<file path="config.mk">
export PLATFORM = sky130hd
export DESIGN_NAME = spi_xfer_sequencer
export DESIGN_NICKNAME = d
export VERILOG_FILES = /design/src/rtl/spi_xfer_sequencer.sv
export SDC_FILE = /design/constraint.sdc
export NUM_CORES = 1
export LEC_CHECK = 0
export ABC_AREA = 0
export BUFFER_PORTS_ARGS = -buffer_cell sky130_fd_sc_hd__buf_2
export CAP_MARGIN = 20
export CORE_MARGIN = 2
export CORE_UTILIZATION = 40
export CTS_CLUSTER_DIAMETER = 60
export DETAILED_ROUTE_END_ITERATION = 7
export PLACE_DENSITY_LB_ADDON = 0.12
export SLEW_MARGIN = 20
export SYNTH_ARGS = -nofsm -noshare
export SYNTH_HDL_FRONTEND = slang
export SYNTH_SLANG_ARGS = --single-unit
</file>
<file path="constraint.sdc">
create_clock -name clk -period 5.75 [get_ports clk]
set_clock_uncertainty 0.15 [all_clocks]
set_input_delay 0.2875 -clock clk [delete_from_list [all_inputs] [get_ports clk]]
set_output_delay 0.2875 -clock clk [all_outputs]
set_load 0.1 [all_outputs]
</file>
<file path="src/rtl/spi_xfer_sequencer.sv">
// Sequences 3-byte SPI transactions for two round-robin requesters: chip-select
// setup, three byte exchanges through an external SPI byte master, hold, ack.
module spi_xfer_sequencer #(
   parameter int CS_SETUP = 4,
   parameter int CS_HOLD  = 4
) (
   input  logic        clk,
   input  logic        reset,
   input  logic        req0,
   input  logic        req1,
   input  logic [23:0] wdata0,
   input  logic [23:0] wdata1,
   output logic        ack0,
   output logic        ack1,
   output logic [23:0] rdata0,
   output logic [23:0] rdata1,
   output logic        spi_rw_req,
   output logic [7:0]  spi_wr_data,
   input  logic [7:0]  spi_rd_data,
   input  logic        spi_rd_strobe,
   input  logic        spi_ready,
   output logic        cs_n,
   output logic        busy
);

   typedef enum logic [2:0] {IDLE, SETUP, SEND, WAIT, HOLD, DONE} state_t;

   localparam logic [7:0] SETUP_LD = 8'(CS_SETUP);
   localparam logic [7:0] HOLD_LD  = 8'(CS_HOLD);

   state_t      state;
   logic [23:0] tx_sr;
   logic [23:0] rx_sr;
   logic [7:0]  setup_cnt;
   logic [7:0]  hold_cnt;
   logic [1:0]  byte_cnt;
   logic        grant;
   logic        last_grant;
   logic        pick1;

   // req1 wins when alone, or on a tie when req0 was served last
   assign pick1 = req1 & (~req0 | ~last_grant);

   always_ff @(posedge clk) begin
      if (reset) begin
         state       <= IDLE;
         cs_n        <= 1'b1;
         busy        <= 1'b0;
         spi_rw_req  <= 1'b0;
         spi_wr_data <= 8'h00;
         ack0        <= 1'b0;
         ack1        <= 1'b0;
         rdata0      <= 24'h0;
         rdata1      <= 24'h0;
         tx_sr       <= 24'h0;
         rx_sr       <= 24'h0;
         setup_cnt   <= 8'h00;
         hold_cnt    <= 8'h00;
         byte_cnt    <= 2'd0;
         grant       <= 1'b0;
         last_grant  <= 1'b1;
      end else begin
         spi_rw_req <= 1'b0;
         ack0       <= 1'b0;
         ack1       <= 1'b0;
         case (state)
            IDLE: begin
               if (req0 | req1) begin
                  grant     <= pick1;
                  tx_sr     <= pick1 ? wdata1 : wdata0;
                  byte_cnt  <= 2'd3;
                  cs_n      <= 1'b0;
                  busy      <= 1'b1;
                  setup_cnt <= SETUP_LD;
                  state     <= SETUP;
               end
            end
            SETUP: begin
               if (setup_cnt <= 8'd1) state <= SEND;
               else                   setup_cnt <= setup_cnt - 8'd1;
            end
            SEND: begin
               if (spi_ready) begin
                  spi_rw_req  <= 1'b1;
                  spi_wr_data <= tx_sr[23:16];
                  tx_sr       <= {tx_sr[15:0], 8'h00};
                  state       <= WAIT;
               end
            end
            WAIT: begin
               if (spi_rd_strobe) begin
                  rx_sr    <= {rx_sr[15:0], spi_rd_data};
                  byte_cnt <= byte_cnt - 2'd1;
                  if (byte_cnt > 2'd1) begin
                     state <= SEND;
                  end else begin
                     hold_cnt <= HOLD_LD;
                     state    <= HOLD;
                  end
               end
            end
            HOLD: begin
               // ack and rdata are registered on the way into DONE so both are
               // visible during the single DONE cycle
               if (hold_cnt <= 8'd1) begin
                  cs_n  <= 1'b1;
                  ack0  <= ~grant;
                  ack1  <= grant;
                  if (grant) rdata1 <= rx_sr;
                  else       rdata0 <= rx_sr;
                  state <= DONE;
               end else begin
                  hold_cnt <= hold_cnt - 8'd1;
               end
            end
            DONE: begin
               last_grant <= grant;
               busy       <= 1'b0;
               state      <= IDLE;
            end
            default: state <= IDLE;
         endcase
      end
   end

endmodule

</file>
==> run_results.csv <==
group,metric,value,unit
status,status,"complete, no violations",
sta,layout_min_cycle_time,2.85,ns
synthesis,synthArstFlopShare,0,%
power_and_ir_drop,p_leak,2.79,nW
setup_path,critPathKind,"reg -> reg",
final_layout,drive_gt1_share,25.9,%
power_and_ir_drop,cellPowerDensity,436,mW/mm²
setup_path,start_kind,"register",
setup_path,worst-path-buf-inv,1,
sta,post-route-period-util,49.5,%
die,die_w,124,µm
synthesis,ys_seq_area_share,46.2,%
synthesis,syn_area,0.00572,mm²
setup_path,path_max_fanout,35,
min_path,hold_start,"spi_rd_strobe",
route,wl,14500,µm
clock_tree,cts_root_buffer,"clkbuf_16",
die,ios,123,
final_layout,final_nets,837,
final_layout,regArea,0.00264,mm²
clock_tree,cts_resized,0,
global_routing,grt-ovfl-total,0,
route,postRouteAntennaNets,0,
clock_tree,htreeDepth,4,
route,avgRoutedWirePerCell,15.0,µm
synthesis,synthTopCellsByCount,"132 x dfxtp_1, 101 x a21oi_1, 92 x nand2_1",
global_routing,antenna_found_initial,0,
clock_tree,clk_path_buf_depth,2,
sta,fmax,0.351,GHz
route,drtIter0Drc,312,
min_path,hold_depth,4,
route,vias,5169,
sta,tns,0,ns
clock_tree,post_cts_buffers,0,
final_layout,antenna_cells,0,
synthesis,netlist_instances,672,
synthesis,synth_flop_cell,"dfxtp_1",
setup_path,arrival,3.03,ns
sta,tightest_slew,1.03,ns
setup_path,crit_path_top_delay_cell,"nor4_4",
clock_tree,holdBufCountCts,9,
clock_tree,cts_sinks,132,
setup_path,r2r-end,"rdata1[22]$_SDFFE_PP0P_",
route,vias_per_cell,5.37,
sta,setup_viol,0,
final_layout,fillCellCount,1310,
die,start_util,41.1,%
final_layout,fin_cells,963,
global_routing,grt_max_degree,98,
setup_path,reg2reg_slack,2.90,ns
setup_path,cp-startpoint,"state[2]$_SDFFE_PP0P_",
setup_path,end_kind,"register",
final_layout,design_area,0.00703,mm²
die,die_area,0.0153,mm²
min_path,holdPathEnd,"state[1]$_SDFFE_PP0P_",
setup_path,crit_chain,"or3b_2 > nor4_4 > buf_4 > nand3_1 > a21oi_1",
power_and_ir_drop,ir_drop,259,µV
synthesis,ys_warn_count,0,
setup_path,crit-reg2reg-launch,"state[2]$_SDFFE_PP0P_",
synthesis,ys_top_cells_by_area,"dfxtp_1 46%, a21oi_1 8.8%, nand3_1 6.8%",
flow_run,cap_violations,0,
sta,slew_headroom,31.2,%
min_path,min_path_type,"in -> reg",
final_layout,multi_input_area,0.00280,mm²
synthesis,avgSynthCellArea,8.52,µm²
clock_tree,clk_latency,0.42,ns
setup_path,crit_family,"simple AND/OR/NAND/NOR gates",
clock_tree,numCtsBuffers,17,
sta,final_hold_viol_count,0,
setup_path,worst_r2r_path_depth,5,
placed_design,hpwlAfterDp,9490,µm
final_layout,final_util,50.4,%
synthesis,synth_top_area_share,46.2,%
placed_design,placed_area,0.00634,mm²
die,coreArea,0.0139,mm²
clock_tree,cts_tree,"yes",
route,firstDrtPassIters,4,
sta,rsz0062_at_grt,"false",
setup_path,cpPeakStageDelay,0.73,ns
sta,finalMaxSlewViolations,0,
synthesis,synth-seq-cells,132,
placed_design,io_buffers,122,
synthesis,yosysMostFrequentCell,"dfxtp_1",
final_layout,layout-area-overhead-vs-synth,22.8,%
placed_design,place_inst,922,
synthesis,ys_types,47,
die,num_rows,43,
global_routing,grt_pass1_wl,23200,µm
synthesis,yosys.area.top_type,"dfxtp_1",
clock_tree,cts.clk_slew.worst_paths,0.06,ns
route,drc,0,
global_routing,grt_pass1_vias,4804,
setup_path,cp.required,5.93,ns
die,fp.dieH,124,µm
placed_design,routabilityCongestion,0.835,
global_routing,grt_use_total,19.3,%
synthesis,synth_edf_count,0,
synthesis,synth_nets,739,
[sequential cells by signal, indices dropped and copies added (netlist names)]
register and flops:
grant 1, ack1 1, ack0 1, state 3
byte_cnt 2, tx_sr 24, rdata0 24, cs_n 1
busy 1, rdata1 24, rx_sr 24, hold_cnt 8
setup_cnt 8, last_grant 1, spi_wr_data 8, spi_rw_req 1
[worst register-to-register path, delay by kind of cell, from the launching register on]
| kind | cells | cell delay (ns) |
|---|---|---|
| AOI/OAI and AO/OA | 1 | 0.17 |
| buffers and inverters | 1 | 0.46 |
| DFF | 1 | 0.56 |
| and+or+nand+nor | 3 | 1.43 |
[cell type report]
class | count | share of cell area [%]
Clock buffer | 20 | 6.64
Tap cell | 180 | 3.20
Multi-Input combinational cell | 476 | 39.9
Timing Repair Buffer | 135 | 10.4
Clock inverter | 12 | 1.82
Inverter | 8 | 0.427
Sequential cell | 132 | 37.6
[routing by layer]
layer,global-route usage (%),wire length [µm],vias up
met5,0,0,-
met4,6.96,209,0
met3,4.67,709,20
met2,31.9,7190,129
met1,24.5,6360,2428
li1,-,-,2592
[layout by cell type, fill, tap and decap left out, types with 3 or more instances in the layout]
cell type,n
clkinv_2,4
dfxtp_1,131
buf_2,121
o21ai_2,8
o21ai_1,40
a21oi_1,101
nand3_1,77
nor3_1,9
or4_1,5
mux2i_1,25
and2_1,3
clkbuf_8,3
nand2_1,92
a2111oi_0,3
o21ai_0,19
a311oi_1,4
nand2b_1,12
mux2_2,24
buf_4,5
nor3b_1,3
clkbuf_16,17
a211oi_1,8
ha_1,5
clkinvlp_4,4
dlygate4sd3_1,9
inv_1,8
nor2_1,9
[cells by family after synthesis]
logic type / count (synthesis) / share of synthesized area, %
buffers and inverters: 64 / 5.18
AND/OR/NAND/NOR: 225 / 19.0
AO/OA/AOI/OAI: 197 / 19.4
flip-flops: 132 / 46.2
adder cells (fa/ha/maj): 5 / 1.09
multiplexers: 49 / 9.09
[per-stage QoR]
step	hold WS, ns	power, mW	setup slack (ns)
2_1_floorplan	0.273	1.85	3.57
3_3_place_gp	0.288	1.98	2.89
3_5_place_dp	0.296	2.01	2.90
4_1_cts	0.0939	3.09	2.88
5_1_grt	0.141	3.24	2.62
6_report	0.128	3.06	2.90
[report_power, final]
group	total, mW	internal [mW]	switching (mW)
registers	1.16	1.03	0.127
logic	0.830	0.290	0.541
clock network	1.07	0.671	0.400
[how the worst max path moves through the flow]
stage	cells after the start	slack, ns	endpoint
floorplan	6	3.57	rdata0[22]$_SDFFE_PP0P_
global placement	4	2.89	hold_cnt[7]$_SDFFE_PP0P_
detailed placement	5	2.90	rdata1[22]$_SDFFE_PP0P_
CTS	5	2.88	rdata1[20]$_SDFFE_PP0P_
global route	5	2.62	rdata1[8]$_SDFFE_PP0P_
finish	5	2.90	rdata1[22]$_SDFFE_PP0P_
(Power assumes the default switching activity.)
